==> config.mk <==
export PLATFORM = sky130hd
export DESIGN_NAME = circle_engine
export DESIGN_NICKNAME = d
export VERILOG_FILES = /design/src/rtl/circle_engine.sv
export SDC_FILE = /design/constraint.sdc
export NUM_CORES = 1
export LEC_CHECK = 0
export CAP_MARGIN = 40
export CORE_MARGIN = 8
export CORE_UTILIZATION = 40
export CTS_CLUSTER_SIZE = 8
export DETAILED_ROUTE_END_ITERATION = 12
export SLEW_MARGIN = 20
export SYNTH_ARGS = -nofsm -noshare
export SYNTH_HDL_FRONTEND = slang
export SYNTH_SLANG_ARGS = --single-unit
==> constraint.sdc <==
create_clock -name clk -period 5.4 [get_ports clk]
set_input_delay 0.54 -clock clk [delete_from_list [all_inputs] [get_ports clk]]
set_output_delay 0.54 -clock clk [all_outputs]
set_load 0.02 [all_outputs]
==> src/rtl/circle_engine.sv <==
// Midpoint-circle rasteriser driving the VGA adapter plot port, one pixel per clock.
// Draws outline or filled circles at any centre/radius with screen-edge clipping.
module circle_engine #(
  parameter int XW       = 8,
  parameter int YW       = 7,
  parameter int CW       = 3,
  parameter int SCREEN_W = 160,
  parameter int SCREEN_H = 120
) (
  input  logic          clk,
  input  logic          rst_n,
  input  logic          start,
  input  logic          fill,
  input  logic [XW-1:0] centre_x,
  input  logic [YW-1:0] centre_y,
  input  logic [XW-1:0] radius,
  input  logic [CW-1:0] colour,
  output logic          done,
  output logic [XW-1:0] vga_x,
  output logic [YW-1:0] vga_y,
  output logic [CW-1:0] vga_colour,
  output logic          vga_plot
);

  localparam int OW  = XW + 1;
  localparam int CRW = XW + 2;
  localparam int PW  = ((XW > YW) ? XW : YW) + 2;
  localparam logic signed [CRW-1:0] C_ONE = CRW'(1);
  localparam logic signed [PW-1:0]  X_LIM = PW'(SCREEN_W);
  localparam logic signed [PW-1:0]  Y_LIM = PW'(SCREEN_H);

  typedef enum logic [2:0] {
    S_IDLE,
    S_INIT,
    S_PLOT,
    S_STEP,
    S_DONE
  } state_t;

  state_t state, nxt_state;

  logic          lat_fill;
  logic [XW-1:0] lat_cx;
  logic [YW-1:0] lat_cy;
  logic [XW-1:0] lat_r;
  logic [CW-1:0] lat_col;

  logic signed [OW-1:0]  ox, oy, dx, nxt_ox, nxt_oy, nxt_dx, step_oy, span_half;
  logic signed [CRW-1:0] crit, nxt_crit, oy_c, diff_c;
  logic [2:0]            seg, nxt_seg;

  logic signed [PW-1:0] cx_p, cy_p, n_ox_p, n_oy_p, n_dx_p, off_x, off_y, px, py;
  logic                 on_screen;

  // seg is the octant (outline) or span (fill, low 2 bits); dx walks each span
  always_comb begin : next_logic
    nxt_state = state;
    nxt_ox    = ox;
    nxt_oy    = oy;
    nxt_dx    = dx;
    nxt_crit  = crit;
    nxt_seg   = seg;
    step_oy   = oy + OW'(1);
    span_half = seg[1] ? oy : ox;
    oy_c      = CRW'(step_oy);
    diff_c    = '0;
    case (state)
      S_IDLE: if (start) nxt_state = S_INIT;
      S_INIT: begin
        nxt_ox    = {1'b0, lat_r};
        nxt_oy    = '0;
        nxt_crit  = C_ONE - {2'b00, lat_r};
        nxt_seg   = '0;
        nxt_dx    = -$signed({1'b0, lat_r});
        nxt_state = S_PLOT;
      end
      S_PLOT: begin
        if (!lat_fill) begin
          if (seg == 3'd7) nxt_state = S_STEP;
          else             nxt_seg   = seg + 3'd1;
        end else if (dx == span_half) begin
          if (seg[1:0] == 2'd3) begin
            nxt_state = S_STEP;
          end else begin
            nxt_seg = seg + 3'd1;
            nxt_dx  = -(nxt_seg[1] ? oy : ox);
          end
        end else begin
          nxt_dx = dx + OW'(1);
        end
      end
      S_STEP: begin
        nxt_oy = step_oy;
        if (crit[CRW-1] || crit == '0) begin
          nxt_crit = crit + oy_c + oy_c + C_ONE;
        end else begin
          nxt_ox   = ox - OW'(1);
          diff_c   = oy_c - CRW'(nxt_ox);
          nxt_crit = crit + diff_c + diff_c + C_ONE;
        end
        nxt_seg   = '0;
        nxt_dx    = -nxt_ox;
        nxt_state = (step_oy > nxt_ox) ? S_DONE : S_PLOT;
      end
      S_DONE: if (!start) nxt_state = S_IDLE;
      default: nxt_state = S_IDLE;
    endcase
  end

  // Pixel is formed from next-cycle iterator values so the registered outputs line up with PLOT
  always_comb begin : pixel_logic
    cx_p   = PW'({1'b0, lat_cx});
    cy_p   = PW'({1'b0, lat_cy});
    n_ox_p = PW'(nxt_ox);
    n_oy_p = PW'(nxt_oy);
    n_dx_p = PW'(nxt_dx);
    off_x  = '0;
    off_y  = '0;
    if (!lat_fill) begin
      case (nxt_seg)
        3'd0: begin off_x =  n_ox_p; off_y =  n_oy_p; end
        3'd1: begin off_x =  n_oy_p; off_y =  n_ox_p; end
        3'd2: begin off_x = -n_ox_p; off_y =  n_oy_p; end
        3'd3: begin off_x = -n_oy_p; off_y =  n_ox_p; end
        3'd4: begin off_x = -n_ox_p; off_y = -n_oy_p; end
        3'd5: begin off_x = -n_oy_p; off_y = -n_ox_p; end
        3'd6: begin off_x =  n_ox_p; off_y = -n_oy_p; end
        default: begin off_x = n_oy_p; off_y = -n_ox_p; end
      endcase
    end else begin
      off_x = n_dx_p;
      case (nxt_seg[1:0])
        2'd0:    off_y =  n_oy_p;
        2'd1:    off_y = -n_oy_p;
        2'd2:    off_y =  n_ox_p;
        default: off_y = -n_ox_p;
      endcase
    end
    px        = cx_p + off_x;
    py        = cy_p + off_y;
    on_screen = !px[PW-1] && (px < X_LIM) && !py[PW-1] && (py < Y_LIM);
  end

  always_ff @(posedge clk or negedge rst_n) begin
    if (!rst_n) begin
      state      <= S_IDLE;
      ox         <= '0;
      oy         <= '0;
      dx         <= '0;
      crit       <= '0;
      seg        <= '0;
      lat_fill   <= 1'b0;
      lat_cx     <= '0;
      lat_cy     <= '0;
      lat_r      <= '0;
      lat_col    <= '0;
      done       <= 1'b0;
      vga_x      <= '0;
      vga_y      <= '0;
      vga_colour <= '0;
      vga_plot   <= 1'b0;
    end else begin
      state <= nxt_state;
      ox    <= nxt_ox;
      oy    <= nxt_oy;
      dx    <= nxt_dx;
      crit  <= nxt_crit;
      seg   <= nxt_seg;
      if (state == S_IDLE && start) begin
        lat_fill <= fill;
        lat_cx   <= centre_x;
        lat_cy   <= centre_y;
        lat_r    <= radius;
        lat_col  <= colour;
      end
      done     <= (nxt_state == S_DONE);
      vga_plot <= (nxt_state == S_PLOT) && on_screen;
      if (nxt_state == S_PLOT) begin
        vga_x      <= px[XW-1:0];
        vga_y      <= py[YW-1:0];
        vga_colour <= lat_col;
      end
    end
  end

endmodule
==> key figures <==
Logic synthesis
  – Synth unique cells: 85
  – Area leader, netlist: dfrtp_1
  – Gate Count Post-Synth: 1,147
  – EDFF count, synth: 0
  – Sequential fraction of the synthesis area: 0.242
  – Cell Area, Synth: 9290 um^2
  – Yosys warning total: 0
  – Synth async-reset ratio: 1.00
  – Largest cells by area after synthesis: dfrtp_1, ha_1, xnor2_1
  – Synthesized net count: 1,242
  – Most frequent cell after synthesis: a21oi_1
  – Area fraction of the dominant cell type after synthesis: 0.242
  – FF+latch count, synth: 90
  – Avg Inst Size Synth: 8.10 um^2
  – List of most frequent post-synthesis cells: a21oi_1, nor2_1, dfrtp_1
  – Main synth FF type: dfrtp_1

Critical path
  – Critical path class: flip-flop to flip-flop
  – CP max FO: 5
  – Critical Path AT: 5.34 ns
  – WP data required: 5.65 ns
  – Crit end category: flip-flop
  – Startpoint types: flip-flop

Global routing
  – Tot GR Track Use: 0.219
  – Vias in the first global route: slightly below 9,000
  – Gr ovfl total: 0
  – Initial antenna violation count: 0
  – Largest net degree at the start of global routing: between 50 and 60
  – First-pass GRT wire length: 49,200 um

Worst hold path
  – HP Class: input port to asynchronous set/reset pin

Route
  – Drt first-iter violations: 791
  – Final wirelength: 31,200 um
  – Residual DRC: 0
  – Drt via density: 5.98
  – DRT Pass-1 Iters: 5
  – Routed vias: 8,949
  – Post-DRT Antenna Nets: 0
  – WL/cell: 20.8 um

Flow run
  – Total of max-cap violations: 0

CTS
  – Clock root cell: clkbuf_16
  – CTS H-tree depth: 3
  – Max Root-Sink Buffers: 2
  – TritonCTS clock tree: yes
  – Num CTS Buffers: 9
  – CTS clk-pin slew, worst paths: 0.09 ns
  – Clock latency at the later pin of the worst-skew pair: 0.36 ns
  – Hold Buf Count CTS: 0
  – CTS sink cnt: 90

STA
  – Fin. max-slew vios: 0
  – Fmax: 0.197 GHz
  – Post-layout min period: 5.08 ns
  – Worst Max-Slew Pin Slew: 0.732 ns
  – Worst hold slack: 0.117 ns
  – Finish-stage setup viols: 0
  – Hold Vio Cnt, Final: 0
  – Skew final: 0.0150 ns
  – Slew HR: 0.510
  – Period utilization: 0.942

Die
  – DIE AREA: 28,400 um^2
  – Row cnt: 55
  – Chip height: 168 um
  – Die X: 168 um
  – IO Pins: 50
  – Core Area: 22,700 um^2
  – Initial Utilization: 0.409

Status
  – Status: finished, final reports clean

Layout
  – Number of nets in the layout: 1,302
  – Reg area: 2260 um^2
  – Layout area overhead: 16.3%
  – Multi-input gate area in the final layout: 6610 um^2
  – Fin util: 0.476
  – Layout cells sized above 1: 0.160
  – Layout fillers: about 2,200
  – N_diodes: 0

Placed design
  – GPL Wtd Cong: 0.954
  – Placed wire-length estimate: 23,900 um
  – I/O Buffers: 49
==> worst paths after layout <==
check                      cells after the start       endpoint  startpoint  slack (ns)
hold / removal                                 1     lat_col[2]       rst_n        0.12
hold reg to reg                                1  vga_colour[1]  lat_col[1]        0.50
max in group asynchronous                      3         seg[1]       rst_n        4.33
min in group clk                               1  vga_colour[1]  lat_col[1]        0.50
setup / recovery                              22       vga_plot     crit[8]        0.32
setup reg to reg                              22       vga_plot     crit[8]        0.32
==> state kept, by name, summed over array words and instances (netlist names) <==
signal and flops:
vga_colour 3, vga_y 7, vga_plot 1, lat_r 8, dx 9, lat_cx 8
crit 10, state 3, done 1, seg 3, lat_cy 7, vga_x 8
lat_col 3, oy 9, ox 9, lat_fill 1
==> worst max-delay path, stage by stage, from the launching register on <==
cell and delay [ns]:
dfrtp_2 0.46, nor4_4 0.46, a31o_2 0.25, nor3_1 0.07, a311oi_4 0.24, ha_2 0.26
inv_1 0.07, or4b_4 0.56, or2_2 0.32, nand2_1 0.08, xor2_1 0.15, nor2_1 0.07
a211oi_2 0.20, a21oi_1 0.06, ha_1 0.34, inv_1 0.07, o21bai_1 0.09, a21oi_2 0.15
nor2b_1 0.08, nor2_1 0.10, mux2i_1 0.08, or4_4 0.53, a2111oi_4 0.29
==> area by class of cell <==
type | instances | share of cell area
multi-input combinational | 928 | 0.612
sequential | 90 | 0.209
tap | 285 | 0.0330
clock buffer | 9 | 0.0208
timing repair buffer | 126 | 0.101
clock inverter | 7 | 0.00614
inverter | 52 | 0.0181
==> kinds of logic (layout without fill, tap and decap cells) <==
kind of cell             after synthesis  count (layout)  share of synthesized area
buffers and inverters                129             194                     0.0563
multiplexers                          71              71                     0.0850
flip-flops                            90              90                      0.242
adder cells (fa/ha/maj)               65              65                     0.0916
AO/OA/AOI/OAI                        332             332                      0.233
AND/OR/NAND/NOR                      353             353                      0.191
XOR/XNOR                             107             107                      0.101
==> stage by stage <==
| step | setup TNS, ns | setup WS, ns | instances | cell area (um^2) |
|---|---|---|---|---|
| after floorplan | 0 | 0.252 | 1147 | 9290 |
| after global placement | 0 | 0.135 | 1473 | 10300 |
| after detailed placement | 0 | 0.00612 | 1473 | 10300 |
| after CTS | 0 | 0.112 | 1489 | 10600 |
| after global routing | -0.0250 | -0.0250 | 1497 | 10800 |
| final | 0 | 0.315 | 1497 | 10800 |
==> per-layer routing <==
metal | vias to the layer above | wire [um] | global-route usage
li1 | 4271 | - | -
met1 | 4300 | 14400 | 0.305
met2 | 340 | 13600 | 0.338
met3 | 38 | 2560 | 0.0463
met4 | 0 | 628 | 0.0567
met5 | - | 0 | 0
==> placed cells by master, fill, tap and decap left out, drive strengths merged, types with 10 or more instances in the layout <==
master           n
o21bai          10
nor2            99
a31oi           15
nor3b           10
mux2            43
inv             54
a21oi          100
a21o            19
xnor2           71
o21ai           79
nand2b          10
clkdlybuf4s50   48
and3            14
a211oi          14
nand3           29
mux2i           26
clkbuf          10
nand4           15
nand2           81
buf             77
xor2            36
dfrtp           90
o31ai           11
o21a            12
nor2b           12
nor3            37
o211ai          17
or3             14
ha              60
==> timing repair <==
action | in CTS | in global routing
gates resized for setup | 1 | 21
buffers inserted | 0 | 6
setup endpoints to repair | 1 | 1
pin swaps | 0 | 7
cloned | 0 | 0
Power is not shown: default switching activity piles up to over one toggle a cycle in this logic, so the estimate is an artifact.
